**src/rtl/diff_core_pkg.sv**
```systemverilog
// Shared types and constants for the diff core psum sequencing logic.
// Holds the psum sequencer FSM states, the drain length and a small mod-3 helper.
package diff_core_pkg;

    typedef enum logic [2:0] {
        IDLE,
        RUN,
        DRAIN,
        WAIT_WB,
        DONE
    } psum_seq_state_t;

    localparam int PSUM_SEQ_DRAIN = 2;

    function automatic logic [1:0] mod3_inc(input logic [1:0] v);
        return (v == 2'd2) ? 2'd0 : v + 2'd1;
    endfunction

endpackage

```
**src/rtl/psum_seq_cnt.sv**
```systemverilog
// Cascaded w/h/c wrap counter for the psum sequencer.
// Ports: clk, rst, clr (sync clear), en (advance), w_num/h_num/c_num (limits),
//        w_cnt/h_cnt/c_cnt (indices), w_last/h_last/c_last (carry flags).
module psum_seq_cnt #(
    parameter int CW = 8
) (
    input  logic          clk,
    input  logic          rst,
    input  logic          clr,
    input  logic          en,
    input  logic [CW-1:0] w_num,
    input  logic [CW-1:0] h_num,
    input  logic [CW-1:0] c_num,
    output logic [CW-1:0] w_cnt,
    output logic [CW-1:0] h_cnt,
    output logic [CW-1:0] c_cnt,
    output logic          w_last,
    output logic          h_last,
    output logic          c_last
);

    localparam logic [CW-1:0] ONE = CW'(1);

    // Limits are at least 1 while counting, so num-1 never underflows.
    assign w_last = (w_cnt == w_num - ONE);
    assign h_last = (h_cnt == h_num - ONE);
    assign c_last = (c_cnt == c_num - ONE);

    always_ff @(posedge clk or posedge rst) begin
        if (rst) begin
            w_cnt <= '0;
            h_cnt <= '0;
            c_cnt <= '0;
        end else if (clr) begin
            w_cnt <= '0;
            h_cnt <= '0;
            c_cnt <= '0;
        end else if (en) begin
            if (w_last) begin
                w_cnt <= '0;
                if (h_last) begin
                    h_cnt <= '0;
                    c_cnt <= c_last ? '0 : c_cnt + ONE;
                end else begin
                    h_cnt <= h_cnt + ONE;
                end
            end else begin
                w_cnt <= w_cnt + ONE;
            end
        end
    end

endmodule

```
**src/rtl/psum_seq_ctrl.sv**
```systemverilog
// Psum sequencer: walks w/h/c coordinates while the PE array has data, then
// drains, waits for write-back and pulses done.
// Ports: clk, rst, start, abort, w_num/h_num/c_num, kernal_mode, pe_valid_i,
//        wb_stall_i, wb_finish_i -> psum_almost_valid, psum_valid, count_w/h/c,
//        count_3, tick_tock, is_even_even_row, busy, done, cfg_err.
module psum_seq_ctrl
    import diff_core_pkg::*;
#(
    parameter int CW = 8
) (
    input  logic          clk,
    input  logic          rst,
    input  logic          start,
    input  logic          abort,
    input  logic [CW-1:0] w_num,
    input  logic [CW-1:0] h_num,
    input  logic [CW-1:0] c_num,
    input  logic          kernal_mode,
    input  logic          pe_valid_i,
    input  logic          wb_stall_i,
    input  logic          wb_finish_i,
    output logic          psum_almost_valid,
    output logic          psum_valid,
    output logic [CW-1:0] count_w,
    output logic [CW-1:0] count_h,
    output logic [CW-1:0] count_c,
    output logic [1:0]    count_3,
    output logic          tick_tock,
    output logic          is_even_even_row,
    output logic          busy,
    output logic          done,
    output logic          cfg_err
);

    localparam logic [1:0] DRAIN_LAST = 2'(PSUM_SEQ_DRAIN - 1);

    psum_seq_state_t state;
    psum_seq_state_t state_nxt;

    logic [CW-1:0] w_cfg;
    logic [CW-1:0] h_cfg;
    logic [CW-1:0] c_cfg;
    logic          k_cfg;

    logic [1:0]    drain_cnt;
    logic          wb_seen;

    logic [CW-1:0] w_idx;
    logic [CW-1:0] h_idx;
    logic [CW-1:0] c_idx;
    logic          w_last;
    logic          h_last;
    logic          c_last;

    logic          cfg_nz;
    logic          start_ok;
    logic          cfg_bad;
    logic          issue;
    logic          row_wrap;
    logic          chan_wrap;
    logic          last_word;
    logic          ee_nxt;
    logic [CW:0]   cc_inc;
    logic [CW-1:0] cc_nxt;

    logic [CW-1:0] cc_q;
    logic [1:0]    c3_q;
    logic          tt_q;
    logic          ee_q;
    logic          pv_q;
    logic          err_q;
    logic          busy_q;
    logic          done_q;
    logic          busy_d;
    logic          done_d;

    assign cfg_nz   = (w_num != '0) && (h_num != '0) && (c_num != '0);
    assign start_ok = (state == IDLE) && start && !abort && cfg_nz;
    assign cfg_bad  = (state == IDLE) && start && !abort && !cfg_nz;

    assign issue     = (state == RUN) && pe_valid_i && !wb_stall_i;
    assign row_wrap  = issue && w_last;
    assign chan_wrap = row_wrap && h_last;
    assign last_word = chan_wrap && c_last;

    // Bit 1 of (row+1) is row[1]^row[0]; a row wrap lands on row 0.
    assign ee_nxt = k_cfg && !h_last && (h_idx[1] ^ h_idx[0]);

    // count_c runs one channel ahead, wrapping at the latched channel count.
    assign cc_inc = {1'b0, cc_q} + {{CW{1'b0}}, 1'b1};
    assign cc_nxt = (cc_inc == {1'b0, c_cfg}) ? '0 : cc_inc[CW-1:0];

    psum_seq_cnt #(
        .CW (CW)
    ) u_cnt (
        .clk    (clk),
        .rst    (rst),
        .clr    (abort || start_ok),
        .en     (issue),
        .w_num  (w_cfg),
        .h_num  (h_cfg),
        .c_num  (c_cfg),
        .w_cnt  (w_idx),
        .h_cnt  (h_idx),
        .c_cnt  (c_idx),
        .w_last (w_last),
        .h_last (h_last),
        .c_last (c_last)
    );

    always_ff @(posedge clk or posedge rst) begin
        if (rst) begin
            state <= IDLE;
        end else begin
            state <= state_nxt;
        end
    end

    always_comb begin
        state_nxt = state;
        if (abort) begin
            state_nxt = IDLE;
        end else begin
            unique case (state)
                IDLE:    if (start_ok) state_nxt = RUN;
                RUN:     if (last_word) state_nxt = DRAIN;
                DRAIN:   if (drain_cnt == DRAIN_LAST) state_nxt = WAIT_WB;
                WAIT_WB: if (wb_seen || wb_finish_i) state_nxt = DONE;
                DONE:    state_nxt = IDLE;
                default: state_nxt = IDLE;
            endcase
        end
    end

    // Decoded from the next state so busy/done come straight from flops.
    always_comb begin
        busy_d = (state_nxt != IDLE);
        done_d = (state_nxt == DONE);
    end

    always_ff @(posedge clk or posedge rst) begin
        if (rst) begin
            busy_q    <= 1'b0;
            done_q    <= 1'b0;
            drain_cnt <= '0;
            wb_seen   <= 1'b0;
        end else begin
            busy_q    <= busy_d;
            done_q    <= done_d;
            drain_cnt <= (state == DRAIN && !abort) ? drain_cnt + 2'd1 : 2'd0;
            if (abort || state_nxt == IDLE) begin
                wb_seen <= 1'b0;
            end else if ((state == DRAIN || state == WAIT_WB) && wb_finish_i) begin
                wb_seen <= 1'b1;
            end
        end
    end

    always_ff @(posedge clk or posedge rst) begin
        if (rst) begin
            w_cfg <= '0;
            h_cfg <= '0;
            c_cfg <= '0;
            k_cfg <= 1'b0;
            cc_q  <= '0;
            c3_q  <= '0;
            tt_q  <= 1'b0;
            ee_q  <= 1'b0;
            pv_q  <= 1'b0;
            err_q <= 1'b0;
        end else begin
            pv_q  <= issue;
            err_q <= cfg_bad;
            if (abort) begin
                cc_q <= '0;
                c3_q <= '0;
                tt_q <= 1'b0;
                ee_q <= 1'b0;
            end else if (start_ok) begin
                w_cfg <= w_num;
                h_cfg <= h_num;
                c_cfg <= c_num;
                k_cfg <= kernal_mode;
                cc_q  <= (c_num == CW'(1)) ? '0 : CW'(1);
                c3_q  <= '0;
                tt_q  <= 1'b0;
                ee_q  <= 1'b0;
            end else if (last_word) begin
                cc_q <= '0;
                c3_q <= '0;
                tt_q <= 1'b0;
                ee_q <= 1'b0;
            end else if (issue) begin
                c3_q <= row_wrap ? 2'd0 : mod3_inc(c3_q);
                if (row_wrap) begin
                    tt_q <= !tt_q;
                    ee_q <= ee_nxt;
                end
                if (chan_wrap) begin
                    cc_q <= cc_nxt;
                end
            end
        end
    end

    assign psum_almost_valid = issue;
    assign psum_valid        = pv_q;
    assign count_w           = w_idx;
    assign count_h           = h_idx;
    assign count_c           = cc_q;
    assign count_3           = c3_q;
    assign tick_tock         = tt_q;
    assign is_even_even_row  = ee_q;
    assign busy              = busy_q;
    assign done              = done_q;
    assign cfg_err           = err_q;

    logic unused_c_idx;
    assign unused_c_idx = ^c_idx;

endmodule

```
**config.mk**
```make
export PLATFORM = sky130hd
export DESIGN_NAME = psum_seq_ctrl
export DESIGN_NICKNAME = d
export VERILOG_FILES = /design/src/rtl/diff_core_pkg.sv /design/src/rtl/psum_seq_cnt.sv /design/src/rtl/psum_seq_ctrl.sv
export SDC_FILE = /design/constraint.sdc
export NUM_CORES = 1
export LEC_CHECK = 0
export ABC_CLOCK_PERIOD_IN_PS = 6000
export CORE_MARGIN = 10
export CORE_UTILIZATION = 61
export CTS_BUF_LIST = sky130_fd_sc_hd__clkbuf_2 sky130_fd_sc_hd__clkbuf_4 sky130_fd_sc_hd__clkbuf_8
export CTS_CLUSTER_DIAMETER = 100
export DETAILED_ROUTE_END_ITERATION = 8
export PLACE_DENSITY = 0.95
export SYNTH_ARGS = -nofsm -noshare
export SYNTH_HDL_FRONTEND = slang
export SYNTH_SLANG_ARGS = --single-unit
```
**constraint.sdc**
```tcl
create_clock -name clk -period 6 [get_ports clk]
set_input_delay 0.6 -clock clk [delete_from_list [all_inputs] [get_ports clk]]
set_output_delay 0.6 -clock clk [all_outputs]
set_load 0.01 [all_outputs]
```
==> results.rst, run 1 <==
.. list-table::
   :header-rows: 1

   * - Metric
     - Value
   * - EDFF count, synth
     - 0
   * - Post-DP HPWL
     - 8510 um
   * - Pwr Density
     - 234 nW/um^2
   * - Clk buf depth
     - 2
   * - Vertical extent of the die
     - 104 um
   * - Number of violations of the max-capacitance limit
     - 0
   * - Max Slew Vio Count
     - 0
   * - Max Clock Freq
     - 273 MHz
   * - Worst Path Max Fanout
     - 17
   * - Portion of the post-synthesis area used by sequential elements
     - 0.415
   * - Aggregate global routing overflow
     - 0
   * - Number of antenna violations at the first check in global routing
     - 0
   * - Largest family of logic cells by synthesized area
     - simple AND/OR/NAND/NOR gates
   * - Result of the run
     - finished, final reports clean
   * - Period Utilization, post-route
     - 0.611
   * - Slew of the pin with the lowest slew margin
     - 1.17 ns
   * - Fin area
     - 5220 um^2
   * - Count of standard-cell rows
     - 30
   * - Setup Crit Path Kind
     - reg -> reg
   * - Fraction of post-synthesis cell area in the top cell type by area
     - 0.415
   * - Final worst path period need
     - 3.66 ns
   * - All-Layer GR Usage
     - 0.219
   * - #FFs+latches synth
     - 71
   * - Area added between synthesis and finish
     - 22.0%
   * - Cell type contributing the most total cell area after synthesis
     - sky130_fd_sc_hd__dfrtp_1
   * - Via count of the routed design
     - 3891
   * - Number of sinks handled by clock tree synthesis
     - 71
   * - Element type at the critical path end
     - flip-flop
   * - Area enclosed by the die boundary
     - between 10000 and 15000 um^2
   * - Arrival time reported for the critical path endpoint
     - 3.90 ns
   * - Routed length per placed instance
     - ~19 um
   * - Portion of netlist area occupied by mux cells
     - 0.0573
   * - Clock tree from TritonCTS
     - done
   * - Simple logic cell fraction of the synthesized area
     - 0.227
   * - Cell Area, Synth
     - 4280 um^2
   * - Weighted congestion reported at the end of routability-driven placement
     - 0.880
   * - Hold buffer count at CTS
     - 0
   * - Placeable Area
     - around 6800 um^2
   * - Ant. Diodes
     - 0
   * - Average cell area after synthesis
     - 9.60 um^2
   * - Setup-failing EPs final
     - 0
   * - Kind of start point of the critical path
     - flip-flop
   * - Biggest area contributors in the synthesized netlist
     - sky130_fd_sc_hd__dfrtp_1, sky130_fd_sc_hd__mux2_2, sky130_fd_sc_hd__xnor2_1, sky130_fd_sc_hd__xor2_1, sky130_fd_sc_hd__o21ai_0
   * - Total of warnings raised by yosys
     - 0
   * - Level count of the clock H-tree
     - 3
   * - Slack of the worst reg-to-reg path
     - 2.34 ns
   * - Slew Limit Headroom
     - 0.213
   * - Count of mapped cells out of synthesis
     - approximately 450
   * - Post-synthesis net count
     - 486
   * - Worst slack on hold paths
     - 0.434 ns
   * - Post_cts resized
     - 0
   * - Ports placed on the boundary
     - 65
   * - Worst slack at placement
     - 2.34 ns
   * - Antenna Nets Post-Route
     - 0
   * - Final worst slack
     - 2.34 ns
   * - Post-synthesis share of cell area spent on full adders, half adders and majority gates
     - 0.0234
   * - Post-CTS setup-driven buffer insertion count
     - 0
   * - Number of nets at the end of the flow
     - 553
   * - VDD IR max
     - 178 uV
   * - IO Port Bufs
     - 64
   * - Cts bufs inserted
     - 9
   * - Fraction of layout instances using a drive strength above 1
     - 0.106
   * - Synthesized-area fraction occupied by ao, oa, aoi and oai cells
     - 0.161
   * - Sum Neg Setup Slack
     - 0 ns
   * - Worst hold path class
     - reg -> reg
   * - Detailed router's first-iteration violation count
     - 425
   * - Post-synth top flop
     - sky130_fd_sc_hd__dfrtp_1
   * - Global-route wire length before repair
     - 19900 um
   * - Remaining DRCs
     - 0
   * - XOR/XNOR Fraction of Synth Area
     - 0.0839
   * - Utilization after layout
     - 0.768
   * - Static leakage
     - 2.15 nW
   * - Final wirelength
     - between 10000 and 15000 um
   * - Die W
     - 104 um
   * - Post-Route Skew
     - 0.00612 ns
   * - Drt pass-1 iters
     - 8
   * - Unrepaired setup endpoints after global routing
     - false
   * - CP required
     - 6.24 ns
   * - Clock transition at the registers of the reported paths
     - roughly 0.07 ns
   * - DP Area
     - 5020 um^2
   * - Root buffer selected by CTS
     - sky130_fd_sc_hd__clkbuf_8
   * - Vias per cell
     - 6.35
   * - Endpoints failing hold
     - 0
   * - Count of distinct cell types in the synthesized netlist
     - a little over 60
   * - Async set-reset flop share out of synthesis
     - 1.00
   * - Clock latency of the later-clocked register in the worst-skew pair
     - roughly 0.35 ns
   * - Maximum number of pins on one net before global-route repair
     - between 70 and 80
   * - Via count of the first global-routing pass
     - around 4100
   * - Initial cell density of the core
     - 0.630
-- routing by layer --
layer | vias up | routed length [um] | track usage
met3 | 32 | 798 | 0.0551
met1 | 1908 | 4650 | 0.256
met4 | 0 | 278 | 0.0885
li1 | 1780 | - | -
met2 | 171 | 5980 | 0.372
met5 | - | 0 | 0
-- cell families (layout without fill, tap and decap cells) --
family	count (synthesis)	count (layout)
simple gates	169	169
compound gates	100	100
flops	71	71
xor+xnor	41	41
buf+inv	35	106
mux	22	22
fa+ha+maj	8	8
-- synth_stat cells (8+ instances only) --
master and count:
sky130_fd_sc_hd__xnor2_1 21, sky130_fd_sc_hd__and3_1 10, sky130_fd_sc_hd__nor3_1 13, sky130_fd_sc_hd__nor2b_1 9
sky130_fd_sc_hd__clkbuf_1 8, sky130_fd_sc_hd__ha_1 8, sky130_fd_sc_hd__nand4_1 8, sky130_fd_sc_hd__a22o_1 9
sky130_fd_sc_hd__nand3_1 17, sky130_fd_sc_hd__o211ai_1 10, sky130_fd_sc_hd__o21ai_0 27, sky130_fd_sc_hd__dfrtp_1 71
sky130_fd_sc_hd__nor2_1 32, sky130_fd_sc_hd__nand2_1 28, sky130_fd_sc_hd__nor4_1 12, sky130_fd_sc_hd__inv_1 23
sky130_fd_sc_hd__a21oi_1 13, sky130_fd_sc_hd__xor2_1 20, sky130_fd_sc_hd__mux2_2 20
-- path summary, 6_finish.rpt --
kind,from,endpoint,cells after the start
setup / recovery,w_cfg[0]$_DFFE_PP0P_,count_c[3]$_DFFE_PP0P_,9
hold / removal,drain_cnt[0]$_DFF_PP0_,drain_cnt[0]$_DFF_PP0_,1
setup reg to reg,w_cfg[0]$_DFFE_PP0P_,count_c[3]$_DFFE_PP0P_,9
hold reg to reg,drain_cnt[0]$_DFF_PP0_,drain_cnt[0]$_DFF_PP0_,1
max in group asynchronous,rst,c_cfg[2]$_DFFE_PP0P_,3
min in group asynchronous,rst,count_3[0]$_DFFE_PP0P_,3
-- critical path, stage by stage (launching register included) --
cell and delay (ns):
sky130_fd_sc_hd__dfrtp_1 0.43, sky130_fd_sc_hd__inv_1 0.10, sky130_fd_sc_hd__ha_1 0.20, sky130_fd_sc_hd__nor3b_1 0.49, sky130_fd_sc_hd__nand2_1 0.09, sky130_fd_sc_hd__nor4b_1 0.38, sky130_fd_sc_hd__o21ai_1 0.27, sky130_fd_sc_hd__o31ai_2 1.03
sky130_fd_sc_hd__o41ai_1 0.25, sky130_fd_sc_hd__a22o_1 0.31
-- cell usage in the layout, fill, tap and decap left out, drive strengths merged, types with 10 or more instances in the layout --
master         count
inv               23
xor2              20
nand2             28
clkbuf            12
nor3              14
dfrtp             71
a21oi             13
xnor2             21
o21ai             29
clkdlybuf4s50     64
nor4              16
nor2              32
nand3             17
and3              10
o211ai            10
mux2              20
-- final cells by class --
class / count / area (um^2)
inverters: 24 / 90.1
repair buffers: 67 / 663
flip-flops and latches: 71 / 1780
fillers: 431 / 1570
multi-input cells: 340 / 2370
well taps: 96 / 120
clock inverters: 3 / 42.5
clock buffers: 12 / 159
-- through the flow --
stage          cells  power (mW)
5_1_grt          613        1.28
3_3_place_gp     598       0.805
3_5_place_dp     598       0.824
4_1_cts          613        1.22
6_report         613        1.22
2_1_floorplan    446       0.745
-- power breakdown --
part | total (mW) | switching [mW] | internal, mW
Combinational | 0.255 | 0.132 | 0.123
Sequential | 0.568 | 0.0565 | 0.512
Clock | 0.397 | 0.181 | 0.217
-- flip-flops by register name, indices dropped and copies added (netlist names) --
register	flops
cfg_err	1
u_cnt.c_cnt	8
psum_valid	1
u_cnt.h_cnt	8
state	3
u_cnt.w_cnt	8
k_cfg	1
tick_tock	1
c_cfg	8
w_cfg	8
count_c	8
wb_seen	1
busy	1
done	1
count_3	2
h_cfg	8
is_even_even_row	1
drain_cnt	2
(Power assumes the default switching activity.)
==> inputs of run 2 (changes only) <==
--- a/config.mk
+++ b/config.mk
@@ -5,13 +5,13 @@
 export SDC_FILE = /design/constraint.sdc
 export NUM_CORES = 1
 export LEC_CHECK = 0
-export ABC_CLOCK_PERIOD_IN_PS = 6000
+export ABC_CLOCK_PERIOD_IN_PS = 3500
 export CORE_MARGIN = 10
-export CORE_UTILIZATION = 61
+export CORE_UTILIZATION = 56
 export CTS_BUF_LIST = sky130_fd_sc_hd__clkbuf_2 sky130_fd_sc_hd__clkbuf_4 sky130_fd_sc_hd__clkbuf_8
 export CTS_CLUSTER_DIAMETER = 100
 export DETAILED_ROUTE_END_ITERATION = 8
-export PLACE_DENSITY = 0.95
+export PLACE_DENSITY = 0.9
 export SYNTH_ARGS = -nofsm -noshare
 export SYNTH_HDL_FRONTEND = slang
 export SYNTH_SLANG_ARGS = --single-unit
==> constraint.sdc (replaced) <==
create_clock -name clk -period 3.5 [get_ports clk]
set_input_delay 0.35 -clock clk [delete_from_list [all_inputs] [get_ports clk]]
set_output_delay 0.35 -clock clk [all_outputs]
set_load 0.01 [all_outputs]
==> run 2 against run 1 <==
  * Fmax grew 25%
  * Sequential power is 70% higher
  * Clock-buffer cell count grew 1
  * Via count increased by 1.8%
  * Non-clock buffer count increased by 9
  * Register-to-register slack got worse by 1.8 ns
  * Sequential share of layout area is 0.59 points lower
  * Design area grew 1.7%
  * Largest cell class unchanged
  * Die area grew 7.2%
  * Combinational power rose by 73%
  * Setup slack got worse by 1.8 ns
==> results.rst, run 2 (same netlist as run 1, synthesis figures left out) <==
.. list-table::
   :header-rows: 1

   * - Metric
     - Value
   * - Fin area
     - 5310 um^2
   * - Number of violations of the max-capacitance limit
     - 0
   * - Fraction of layout instances using a drive strength above 1
     - 0.123
   * - Footprint of the flip-flops and latches
     - 1780 um^2
   * - Area added between synthesis and finish
     - 24.1%
   * - Maximum number of pins on one net before global-route repair
     - 34
   * - Weighted congestion reported at the end of routability-driven placement
     - 0.922
   * - Post_cts resized
     - 0
   * - Ant. Diodes
     - 0
   * - Portion of total power attributed to sequential cells
     - 0.449
   * - Cts bufs inserted
     - 9
   * - Arrival time reported for the critical path endpoint
     - roughly 3.2 ns
   * - Clock transition at the registers of the reported paths
     - 0.08 ns
   * - Clk buf depth
     - 2
   * - Detailed router's first-iteration violation count
     - 255
   * - Via count of the first global-routing pass
     - 3918
   * - Worst Path Max Fanout
     - 7
   * - Root buffer selected by CTS
     - sky130_fd_sc_hd__clkbuf_8
   * - Result of the run
     - finished, final reports clean
   * - IO Port Bufs
     - 64
   * - Number of antenna violations at the first check in global routing
     - 0
   * - DP Area
     - 5090 um^2
   * - Worst hold path class
     - in -> async
   * - Number of nets at the end of the flow
     - 562
   * - Crit-path cells
     - inv_1 > ha_1 > nor3b_1 > nand2_1 > nor4b_1 > o21a_1 > a31oi_1 > or4_1 > a21oi_1
   * - Final worst path period need
     - 2.94 ns
   * - Remaining DRCs
     - 0
   * - Post-Route Skew
     - 0.0126 ns
   * - Setup Crit Path Kind
     - reg -> reg
   * - Pwr Density
     - 406 nW/um^2
   * - Slew Limit Headroom
     - 0.558
   * - Final wirelength
     - 11500 um
   * - Static leakage
     - approximately 2.2 nW
   * - Number of sinks handled by clock tree synthesis
     - 71
   * - CP required
     - 3.78 ns
   * - Initial cell density of the core
     - 0.584
   * - Multi-input gate area in the final layout
     - between 2000 and 2500 um^2
   * - Setup-failing EPs final
     - 0
   * - Layout filler cell count
     - 524
   * - Antenna Nets Post-Route
     - 0
   * - Via count of the routed design
     - a little under 4000
   * - Sw frac
     - 0.293
   * - Ports placed on the boundary
     - 65
   * - Level count of the clock H-tree
     - 3
   * - Part of the total power dissipated in combinational logic
     - 0.204
   * - Die W
     - 107 um
   * - Max Slew Vio Count
     - 0
   * - Crit-path max cell delay
     - 0.57 ns
   * - Sum Neg Setup Slack
     - 0 ns
   * - Vias per cell
     - 6.33
   * - Max Clock Freq
     - 340 MHz
   * - Area enclosed by the die boundary
     - 11500 um^2
   * - Count of standard-cell rows
     - 31
   * - Kind of start point of the critical path
     - flip-flop
   * - Aggregate global routing overflow
     - 0
   * - Unrepaired setup endpoints after global routing
     - false
   * - Period Utilization, post-route
     - 0.841
   * - Cell Int Power
     - 1.53 mW
   * - Relative contribution of the clock network to total power
     - 0.347
   * - Post-CTS setup-driven buffer insertion count
     - 0
   * - Hold buffer count at CTS
     - 0
   * - Clock latency of the later-clocked register in the worst-skew pair
     - between 0.3 and 0.4 ns
   * - Post-DP HPWL
     - 8420 um
   * - Endpoints failing hold
     - 0
   * - VDD IR max
     - ~270 uV
   * - Clock tree from TritonCTS
     - done
   * - All-Layer GR Usage
     - 0.202
   * - Vertical extent of the die
     - 107 um
   * - Routed length per placed instance
     - 18.3 um
   * - Placeable Area
     - between 7000 and 8000 um^2
   * - Psw
     - 0.633 mW
   * - Most frequent standard cell in the layout excluding fill and tap cells
     - sky130_fd_sc_hd__dfrtp_1
   * - Global-route wire length before repair
     - 19000 um
   * - Drt pass-1 iters
     - 5
   * - Element type at the critical path end
     - flip-flop
   * - Slew of the pin with the lowest slew margin
     - ~0.66 ns
   * - Critical Path Slowest Stage Cell
     - sky130_fd_sc_hd__or4_1
   * - Most frequent cells in the layout
     - sky130_fd_sc_hd__dfrtp_1, sky130_fd_sc_hd__clkdlybuf4s50_1, sky130_fd_sc_hd__nor2_1
## run 2: worst max-delay path: cells and delay by family (launching register included)
family,cells,cell delay [ns]
adders and majority gates,1,0.17
and+or+nand+nor,4,1.51
DFF,1,0.41
buffers and inverters,1,0.09
AOI/OAI and AO/OA,3,0.68
## run 2: routing by layer
metal | GRT usage | routed length (um) | up-vias
met5 | 0 | 0 | -
met4 | 0.0992 | 352 | 0
met3 | 0.0413 | 747 | 35
met2 | 0.336 | 5630 | 181
met1 | 0.244 | 4760 | 1938
li1 | - | - | 1808
## run 2: stage by stage
step / hold slack [ns] / cells / power, mW / setup WS (ns) / utilization
after global placement: 0.417 / 610 / 1.39 / 0.771 / 0.694
after CTS: 0.342 / 626 / 2.16 / 0.604 / 0.725
after detailed placement: 0.428 / 610 / 1.41 / 0.653 / 0.694
after global routing: 0.381 / 626 / 2.25 / 0.273 / 0.725
after floorplan: 0.407 / 446 / 1.28 / 0.812 / -
final: 0.333 / 626 / 2.16 / 0.558 / 0.725
## run 2: path summary, 6_finish.rpt
path,cells past startpoint,slack (ns),from,to
max reg2reg,9,0.56,w_cfg[0]$_DFFE_PP0P_,u_cnt.h_cnt[6]$_DFFE_PP0P_
max,9,0.56,w_cfg[0]$_DFFE_PP0P_,u_cnt.h_cnt[6]$_DFFE_PP0P_
min reg2reg,1,0.44,drain_cnt[0]$_DFF_PP0_,drain_cnt[0]$_DFF_PP0_
max in group asynchronous,3,2.37,rst,w_cfg[4]$_DFFE_PP0P_
min,2,0.33,rst,done$_DFF_PP0_
min in group clk,1,0.44,drain_cnt[0]$_DFF_PP0_,drain_cnt[0]$_DFF_PP0_
## run 2: cell type report
| type | count | area share |
|---|---|---|
| well taps | 99 | 0.0233 |
| multi-input cells | 340 | 0.446 |
| clock inverters | 3 | 0.0127 |
| repair buffers | 76 | 0.138 |
| flip-flops and latches | 71 | 0.335 |
| clock buffers | 13 | 0.0290 |
| inverters | 24 | 0.0170 |
## run 2: power by group through the flow
stage          clock, mW  sequential [mW]  combinational [mW]
2_1_floorplan          0            0.947               0.331
3_3_place_gp           0            0.976               0.411
3_5_place_dp           0            0.982               0.430
4_1_cts            0.751            0.967               0.438
5_1_grt            0.785            0.978               0.484
6_report           0.750            0.968               0.440
==> inputs of run 3 (changes only) <==
--- a/config.mk
+++ b/config.mk
@@ -5,13 +5,13 @@
 export SDC_FILE = /design/constraint.sdc
 export NUM_CORES = 1
 export LEC_CHECK = 0
-export ABC_CLOCK_PERIOD_IN_PS = 3500
+export ABC_CLOCK_PERIOD_IN_PS = 2550
 export CORE_MARGIN = 10
-export CORE_UTILIZATION = 56
+export CORE_UTILIZATION = 51
 export CTS_BUF_LIST = sky130_fd_sc_hd__clkbuf_2 sky130_fd_sc_hd__clkbuf_4 sky130_fd_sc_hd__clkbuf_8
 export CTS_CLUSTER_DIAMETER = 100
 export DETAILED_ROUTE_END_ITERATION = 8
-export PLACE_DENSITY = 0.9
+export PLACE_DENSITY = 0.87
 export SYNTH_ARGS = -nofsm -noshare
 export SYNTH_HDL_FRONTEND = slang
 export SYNTH_SLANG_ARGS = --single-unit
==> constraint.sdc (replaced) <==
create_clock -name clk -period 2.55 [get_ports clk]
set_input_delay 0.255 -clock clk [delete_from_list [all_inputs] [get_ports clk]]
set_output_delay 0.255 -clock clk [all_outputs]
set_load 0.01 [all_outputs]
==> run 3 against run 2 <==
  * The run now ends with negative setup slack left
  * Non-clock buffer count increased by 48
  * Core utilization decreased by 1.0 points
  * Hold slack got worse by 0.13 ns
  * Global-route usage decreased by 1.3 points
  * Register-to-register slack got worse by 0.62 ns
  * Via count increased by 4.5%
  * Sequential cell count unchanged
  * Routed wire length increased by 8.0%
  * Die area increased by 7.9%
  * Final cell count increased by 8.6%
  * Critical path depth increased by 1
  * Critical endpoint is now count_c[4]$_DFFE_PP0P_
  * Largest cell class unchanged
  * Largest power group unchanged
==> results.rst, run 3 (same netlist as run 1, synthesis figures left out) <==
.. list-table::
   :header-rows: 1

   * - Metric
     - Value
   * - Detailed router's first-iteration violation count
     - roughly 270
   * - VDD IR max
     - 348 uV
   * - Count of standard-cell rows
     - 33
   * - Failing checks
     - negative setup slack
   * - Final worst path period need
     - roughly 2.6 ns
   * - Remaining DRCs
     - 0
   * - All-Layer GR Usage
     - 0.189
   * - Element type at the critical path end
     - flip-flop
   * - Setup-failing EPs final
     - 10
   * - Setup Crit Path Kind
     - reg -> reg
   * - Depth of the worst register-to-register path
     - 10
   * - Slew Limit Headroom
     - 0.483
   * - Fraction of layout instances using a drive strength above 1
     - 0.249
   * - Vertical extent of the die
     - 112 um
   * - Static leakage
     - 2.44 nW
   * - Worst Path Max Fanout
     - 8
   * - Worst hold path class
     - in -> async
   * - Post-Route Skew
     - between 0.01 and 0.015 ns
   * - Worst flop-to-flop path startpoint
     - h_cfg[1]$_DFFE_PP0P_
   * - Placeable Area
     - 8180 um^2
   * - Area enclosed by the die boundary
     - approximately 12000 um^2
   * - Most frequent cells in the layout
     - sky130_fd_sc_hd__dfrtp_1, sky130_fd_sc_hd__clkdlybuf4s50_1, sky130_fd_sc_hd__buf_4
   * - Vias per cell
     - 6.09
   * - Pwr Density
     - 508 nW/um^2
   * - Most frequent standard cell in the layout excluding fill and tap cells
     - sky130_fd_sc_hd__dfrtp_1
   * - Area added between synthesis and finish
     - 36.4%
   * - Slew of the pin with the lowest slew margin
     - around 0.77 ns
   * - Result of the run
     - complete, but fails checks
   * - Initial cell density of the core
     - 0.524
   * - Kind of start point of the critical path
     - flip-flop
   * - Pwr Total
     - 2.96 mW
   * - Routed length per placed instance
     - 18.2 um
   * - Ports placed on the boundary
     - 65
   * - Max Slew Vio Count
     - 0
   * - Arrival time reported for the critical path endpoint
     - roughly 2.9 ns
   * - Die W
     - between 100 and 150 um
   * - Level count of the clock H-tree
     - 3
   * - Clk buf depth
     - 2
   * - Worst reg2reg endpoint
     - count_c[4]$_DFFE_PP0P_
   * - Number of violations of the max-capacitance limit
     - 0
   * - Unrepaired setup endpoints after global routing
     - true
   * - Number of antenna violations at the first check in global routing
     - 0
   * - Post-DP HPWL
     - 8800 um
   * - Final wirelength
     - 12400 um
   * - CP required
     - 2.80 ns
   * - Slack of the worst reg-to-reg path
     - -0.06 ns
   * - Critical Path Slowest Stage Cell
     - sky130_fd_sc_hd__or4_4
   * - Clock transition at the registers of the reported paths
     - approximately 0.080 ns
   * - Endpoints failing hold
     - 0
   * - Via count of the first global-routing pass
     - 4147
   * - Crit-path max cell delay
     - 0.54 ns
   * - Clock tree from TritonCTS
     - done
   * - Aggregate global routing overflow
     - 0
   * - Worst slack at placement
     - -0.0927 ns
   * - Global-route wire length before repair
     - 20100 um
   * - Number of sinks handled by clock tree synthesis
     - 71
   * - Max Clock Freq
     - approximately 380 MHz
   * - Clock latency of the later-clocked register in the worst-skew pair
     - 0.36 ns
   * - Via count of the routed design
     - 4141
   * - Number of nets at the end of the flow
     - slightly above 600
   * - Root buffer selected by CTS
     - sky130_fd_sc_hd__clkbuf_8
   * - Drt pass-1 iters
     - 6
   * - Weighted congestion reported at the end of routability-driven placement
     - 0.911
   * - Final worst slack
     - -0.0614 ns
   * - IO Port Bufs
     - 64
   * - Antenna Nets Post-Route
     - 0
   * - Period Utilization, post-route
     - 1.02
   * - Ant. Diodes
     - 0
   * - Maximum number of pins on one net before global-route repair
     - 28
   * - Cts bufs inserted
     - 9
   * - Crit-path cells
     - inv_2 > ha_4 > nor3b_4 > and3_4 > o22ai_2 > or4_4 > nor4b_4 > buf_6 > nor4_4 > a211o_1
==> run 3: worst max-delay path by stage <==
| stage | cells past startpoint | end | startpoint | slack (ns) |
|---|---|---|---|---|
| 3_5_place_dp | 12 | u_cnt.c_cnt[6]$_DFFE_PP0P_ | w_cfg[0]$_DFFE_PP0P_ | -0.09 |
| 6_report | 10 | count_c[4]$_DFFE_PP0P_ | h_cfg[1]$_DFFE_PP0P_ | -0.06 |
| 5_1_grt | 10 | count_c[4]$_DFFE_PP0P_ | h_cfg[0]$_DFFE_PP0P_ | -0.21 |
| 2_1_floorplan | 9 | count_c[4]$_DFFE_PP0P_ | h_cfg[0]$_DFFE_PP0P_ | -0.02 |
| 4_1_cts | 10 | count_c[4]$_DFFE_PP0P_ | h_cfg[0]$_DFFE_PP0P_ | -0.004 |
| 3_3_place_gp | 12 | u_cnt.c_cnt[6]$_DFFE_PP0P_ | w_cfg[0]$_DFFE_PP0P_ | 0.008 |
==> run 3: where the power goes <==
group | total [mW] | internal (mW) | switching, mW
Combinational | 0.824 | 0.426 | 0.398
Clock | 0.809 | 0.352 | 0.458
Sequential | 1.33 | 1.20 | 0.126
Total | 2.96 | 1.98 | 0.982
==> run 3: per-stage QoR <==
stage               area [um^2]   util  instances  hold WS (ns)  setup TNS [ns]
CTS                        5670  0.694        674         0.213        -0.00432
finish                     5840  0.714        680         0.204          -0.275
global placement           5400  0.660        653         0.417               0
floorplan                  4290      -        446         0.325         -0.0308
detailed placement         5400  0.660        653         0.428          -0.990
global route               5840  0.714        680         0.246           -2.41
==> run 3: worst max-delay path: cells and delay by family (launching register included) <==
family	cells	cell delay [ns]
buffers and inverters	2	0.28
and+or+nand+nor	5	1.35
adders and majority gates	1	0.15
DFF	1	0.42
AOI/OAI and AO/OA	2	0.32
==> run 3: final cells by class <==
cell class / count / area [um^2]
Clock buffer: 9 / 124
Clock inverter: 7 / 48.8
Fill cell: 552 / 2340
Inverter: 24 / 90.1
Multi-Input combinational cell: 340 / 2560
Sequential cell: 71 / 1780
Tap cell: 105 / 131
Timing Repair Buffer: 124 / 1110
==> run 3: what timing repair did <==
item                       4_1_cts  5_1_grt
buffers inserted                 6        6
gates cloned                     0        0
resized for setup               15       22
pin swaps                        8       20
setup endpoints to repair       20       26
hold buffers                     0        0
==> run 3: per-layer routing <==
| layer | share of wire | vias to the layer above | GRT usage |
|---|---|---|---|
| li1 | - | 1897 | - |
| met1 | 0.41 | 2039 | 0.215 |
| met2 | 0.51 | 168 | 0.341 |
| met3 | 0.058 | 37 | 0.0419 |
| met4 | 0.023 | 0 | 0.0634 |
| met5 | 0 | - | 0 |
